`config.mk`:
```
export PLATFORM = sky130hd
export DESIGN_NAME = hazard_ctrl
export DESIGN_NICKNAME = d
export VERILOG_FILES = /design/src/rtl/hazard_ctrl.sv
export SDC_FILE = /design/constraint.sdc
export NUM_CORES = 1
export LEC_CHECK = 0
export BUFFER_PORTS_ARGS = -buffer_cell sky130_fd_sc_hd__buf_2
export CELL_PAD_IN_SITES_DETAIL_PLACEMENT = 1
export CELL_PAD_IN_SITES_GLOBAL_PLACEMENT = 1
export CORE_AREA = 2 2 69 71
export CTS_BUF_LIST = sky130_fd_sc_hd__clkbuf_2 sky130_fd_sc_hd__clkbuf_4 sky130_fd_sc_hd__clkbuf_8
export DETAILED_ROUTE_END_ITERATION = 10
export DIE_AREA = 0 0 71 73
export GPL_TIMING_DRIVEN = 0
export PLACE_DENSITY = 0.86
export RECOVER_POWER = 50
export SLEW_MARGIN = 20
export SYNTH_ARGS = -nofsm -noshare
export SYNTH_HDL_FRONTEND = slang
export SYNTH_SLANG_ARGS = --single-unit
```
`constraint.sdc`:
```
create_clock -name clk -period 2.67 [get_ports clk]
set_input_delay 0.4005 -clock clk [delete_from_list [all_inputs] [get_ports clk]]
set_output_delay 0.4005 -clock clk [all_outputs]
set_load 0.02 [all_outputs]
```
`src/rtl/hazard_ctrl.sv`:
```
// hazard_ctrl: load-use, taken-branch and fetch-wait stall/flush control
// for the 5-stage core, with saturating stall and flush counters.
//
// Ports:
//   clk, reset          clock; asynchronous active-high reset
//   id_rs, id_rt        source registers of the ID instruction
//   id_uses_rt          ID instruction reads id_rt
//   ex_rd               destination register of the EX instruction
//   ex_mem_read         EX instruction is a load
//   ex_branch_taken     EX branch/jump resolved taken
//   imem_ready          fetched word at PC is valid this cycle
//   pc_enable           PC loads its next value
//   ifid_enable         IF/ID buffer enable
//   ifid_flush          IF/ID captures a NOP
//   idex_flush          ID/EX captures a bubble
//   stall_cnt           saturating count of cycles with pc_enable=0
//   flush_cnt           saturating count of honoured taken branches
module hazard_ctrl #(
  parameter int REG_W        = 5,
  parameter int STALL_CYCLES = 1,
  parameter int CNT_W        = 16
) (
  input  logic             clk,
  input  logic             reset,
  input  logic [REG_W-1:0] id_rs,
  input  logic [REG_W-1:0] id_rt,
  input  logic             id_uses_rt,
  input  logic [REG_W-1:0] ex_rd,
  input  logic             ex_mem_read,
  input  logic             ex_branch_taken,
  input  logic             imem_ready,
  output logic             pc_enable,
  output logic             ifid_enable,
  output logic             ifid_flush,
  output logic             idex_flush,
  output logic [CNT_W-1:0] stall_cnt,
  output logic [CNT_W-1:0] flush_cnt
);

  typedef enum logic [1:0] {
    RUN,
    LD_STALL,
    FETCH_WAIT
  } state_t;

  localparam logic [2:0] RELOAD = 3'(STALL_CYCLES - 1);

  state_t     state;
  state_t     state_nx;
  logic [2:0] rem;
  logic [2:0] rem_nx;
  logic       lu;
  logic       br_take;

  assign lu = ex_mem_read
           && (ex_rd != '0)
           && ((ex_rd == id_rs)
            || (id_uses_rt && (ex_rd == id_rt)));

  always_comb begin
    pc_enable   = 1'b0;
    ifid_enable = 1'b0;
    ifid_flush  = 1'b0;
    idex_flush  = 1'b0;
    br_take     = 1'b0;
    state_nx    = state;
    rem_nx      = rem;

    case (state)
      RUN: begin
        if (ex_branch_taken) begin
          pc_enable   = 1'b1;
          ifid_enable = 1'b1;
          ifid_flush  = 1'b1;
          idex_flush  = 1'b1;
          br_take     = 1'b1;
          state_nx    = RUN;
        end else if (lu) begin
          idex_flush = 1'b1;
          if (STALL_CYCLES == 1) begin
            state_nx = RUN;
          end else begin
            rem_nx   = RELOAD;
            state_nx = LD_STALL;
          end
        end else if (!imem_ready) begin
          ifid_enable = 1'b1;
          ifid_flush  = 1'b1;
          state_nx    = FETCH_WAIT;
        end else begin
          pc_enable   = 1'b1;
          ifid_enable = 1'b1;
          state_nx    = RUN;
        end
      end

      // EX holds a bubble here, so branch and fetch status are moot
      LD_STALL: begin
        idex_flush = 1'b1;
        rem_nx     = rem - 3'd1;
        if (rem == 3'd1) begin
          state_nx = RUN;
        end
      end

      // ID holds a NOP here, so no load-use check
      FETCH_WAIT: begin
        if (ex_branch_taken) begin
          pc_enable   = 1'b1;
          ifid_enable = 1'b1;
          ifid_flush  = 1'b1;
          idex_flush  = 1'b1;
          br_take     = 1'b1;
          state_nx    = RUN;
        end else if (!imem_ready) begin
          ifid_enable = 1'b1;
          ifid_flush  = 1'b1;
          state_nx    = FETCH_WAIT;
        end else begin
          pc_enable   = 1'b1;
          ifid_enable = 1'b1;
          state_nx    = RUN;
        end
      end

      default: begin
        state_nx = RUN;
        rem_nx   = '0;
      end
    endcase

    // Outputs are forced low for the whole reset interval
    if (reset) begin
      pc_enable   = 1'b0;
      ifid_enable = 1'b0;
      ifid_flush  = 1'b0;
      idex_flush  = 1'b0;
      br_take     = 1'b0;
    end
  end

  always_ff @(posedge clk or posedge reset) begin
    if (reset) begin
      state <= RUN;
      rem   <= '0;
    end else begin
      state <= state_nx;
      rem   <= rem_nx;
    end
  end

  always_ff @(posedge clk or posedge reset) begin
    if (reset) begin
      stall_cnt <= '0;
      flush_cnt <= '0;
    end else begin
      if (!pc_enable && (stall_cnt != '1)) begin
        stall_cnt <= stall_cnt + 1'b1;
      end
      if (br_take && (flush_cnt != '1)) begin
        flush_cnt <= flush_cnt + 1'b1;
      end
    end
  end

endmodule

```
==> reports/summary.txt <==
I/O pin count -> 57
reg2reg path depth -> 8
Lkg Pwr -> 0.9609 nW
initial core utilization -> 37.02%
Longest Clk Path Bufs -> 2
WP data arrival -> 2.10 ns
combinational family with the most area after synthesis -> simple AND/OR/NAND/NOR gates
CTS Root Buffer Type -> clkbuf_8
pwr/cell area -> 770.0 nW/um^2
number of distinct library cells after synthesis -> 28
Avg Cell Area, Syn -> 10.30 sq um
gpl congestion -> 0.7410
Max rail drop VDD -> 0.5545 mV
Buf/Inv on CP -> 2
final slew viol count -> 0
first-pass GRT wire length -> 6789 microns
Seq/Total Area, Yosys -> 49.18%
fmax -> 400.2 MHz
Worst setup EP type -> primary output
commonest non-fill, non-tap cells in the layout -> buf_2, dfrtp_1, xnor2_1, clkbuf_1, xor2_1
# rows -> 25
worst stage delay on the critical path -> 0.67 ns
initial antenna violation count -> 0
Syn-to-layout area delta -> 25.63%
Worst-path clk slew -> 0.07 ns
Netlist Area Pre-Place -> 1679 sq um
status -> finished, final reports clean
Hold EP -> state[1]
Cells after Synth -> 163
post-DP HPWL -> 3079 microns
syn nets -> 186
max_cap viols -> 0
Worst-Margin Slew -> 1.213 ns
hold_sp -> imem_ready
Synth Register Bits -> 33
die footprint -> 5183 sq um
Adder-Cell Fraction of Synth Area -> 1.490%
final core occ -> 46.51%
CTS tree -> yes
Die Span X -> 71 microns
Synth Area in Compound Gates -> 2.683%
Pre-antenna DRT Iters -> 4
Critical Path RT -> 2.27 ns
Crit Path Max Fanout -> 3
remaining antenna violation count -> 0
setup_tns -> 0 ns
post-synthesis simple-gate area fraction -> 22.88%
Via density -> 4.986
final hold vios -> 0
largest net degree at the start of global routing -> 34
DR vias -> 1,401
number of warnings issued by yosys -> 0
cell family with most CP delay -> compound AO/OA/AOI/OAI gates
H-Tree Depth -> 2
Post-route DRC -> 0
antenna cells -> 0
initial DRC count -> 40
most common cell after layout, fill and taps aside -> buf_2
I/O Buffers -> 56
Min Clock Period, post-route -> 2.499 ns
Core ar. -> 4536 sq um
Final Cycle Share -> 93.58%
Setup Skew -> 0.003440 ns
GRT Total Usage -> 16.75%
Hold Path Stages -> 2
multiplexer share of the synthesized area -> 1.341%
clk_lat worst skew -> 0.28 ns
clk sink count -> 33
WS Path Type -> in2out
R2R Path End -> stall_cnt[11]
Slew headroom -> 19.03%
CTS Buf Count -> 5
filler cell count -> 549
r2r startpoint -> stall_cnt[6]
Die H -> 73 microns
CP Launch Point -> ex_rd[1]
layout cell share with drive strength beyond 1 -> 23.35%
Tot Pwr -> 1.624 mW
final setup vio count -> 0
crit path launch type -> input pin
unrepaired setup endpoints after global routing -> false
final wirelength -> 3957 microns
Synth Area in XOR/XNOR -> 20.86%
FF-to-FF setup slack -> 0.48 ns
HP Class -> in2reg
vias in the first global route -> 1,466
worst-path cell chain -> buf_2 -> or4_2 -> o21ai_0 -> o21ai_0 -> a21oi_1 -> buf_2
Slowest-stage cell, CP -> or4_2
GR Overflow Total -> 0
routed len/inst -> 14.08 microns
Final nets -> 249
Worst Hold Slack -> 0.3186 ns
-- metal layers --
layer	GRT usage, %	wire length, microns
met3	3.177	232
met1	21.55	1767
met5	0	0
met2	27.52	1870
met4	7.547	87
-- through the flow --
step	worst slack (ns)	std cells	cell area (sq um)
3_5_place_dp	0.1126	273	2027
6_report	0.1714	281	2110
2_1_floorplan	0.4552	163	1679
5_1_grt	0.03858	281	2110
3_3_place_gp	0.2045	273	2027
4_1_cts	0.1016	281	2128
-- Yosys cell counts --
library cell  number  share of area (%)
nor4_2             1               0.75
buf_6              1               0.67
or4_2              1               0.52
or2_2              1               0.37
ha_1               2                1.5
nand4_1           11                4.1
and2_1             3                1.1
nor2_1            17                3.8
o21ai_0            2               0.60
a211oi_1           1               0.45
a32oi_1            1               0.52
nand2b_1           1               0.37
nor2b_1            2               0.75
mux2_2             2                1.3
and3_1             6                2.2
nand2_1           14                3.1
o21ai_2            1               0.52
or4_1              1               0.45
and4_1             2                1.0
a21oi_1            2               0.60
nand3_1            7                2.1
nor3_1             6                1.8
inv_1              3               0.67
clkbuf_1           1               0.22
dfrtp_1           33                 49
xor2_1            18                9.4
nor4_1             1               0.37
xnor2_1           22                 11
-- area by class of cell --
| class | count | area, sq um | area share (%) |
|---|---|---|---|
| Buffer | 2 | 15.01 | 0.7117 |
| Clock buffer | 7 | 96.34 | 4.567 |
| Inverter | 3 | 11.26 | 0.5338 |
| Timing Repair Buffer | 56 | 256.5 | 12.16 |
| Sequential cell | 33 | 825.8 | 39.15 |
| Tap cell | 54 | 67.56 | 3.203 |
| Multi-Input combinational cell | 125 | 832.0 | 39.44 |
| Clock inverter | 1 | 5.005 | 0.2372 |
-- logic make-up after synthesis --
group                      Yosys count
AOI/OAI and AO/OA                    7
xor gates and xnor gates            40
adders and majority gates            2
buffers and inverters                5
DFF                                 33
muxes                                2
and+or+nand+nor                     74
-- power by group --
group	leakage [nW]	internal, mW	total (mW)	switching [mW]
Clock	0.0542	0.233	0.415	0.182
Combinational	0.484	0.194	0.489	0.295
Sequential	0.423	0.601	0.719	0.119
Total	0.961	1.03	1.62	0.597
-- sequential cells by signal (all words and copies together) (netlist names) --
register	count
state	1
stall_cnt	16
flush_cnt	16
-- worst max-delay path by stage --
stage,to,slack (ns),cells after the start
after floorplan,stall_cnt[14],0.46,6
after global placement,flush_cnt[14],0.20,7
after detailed placement,flush_cnt[14],0.11,7
after CTS,flush_cnt[14],0.10,7
after global routing,pc_enable,0.04,6
final,pc_enable,0.17,6
-- repair_timing --
action / 4_1_cts / 5_1_grt
gates resized for setup: 0 / 1
hold buffers: 0 / 0
buffers inserted: 0 / 0
endpoints found under the setup margin: 0 / 3
Power figures use the tool's default switching activity.
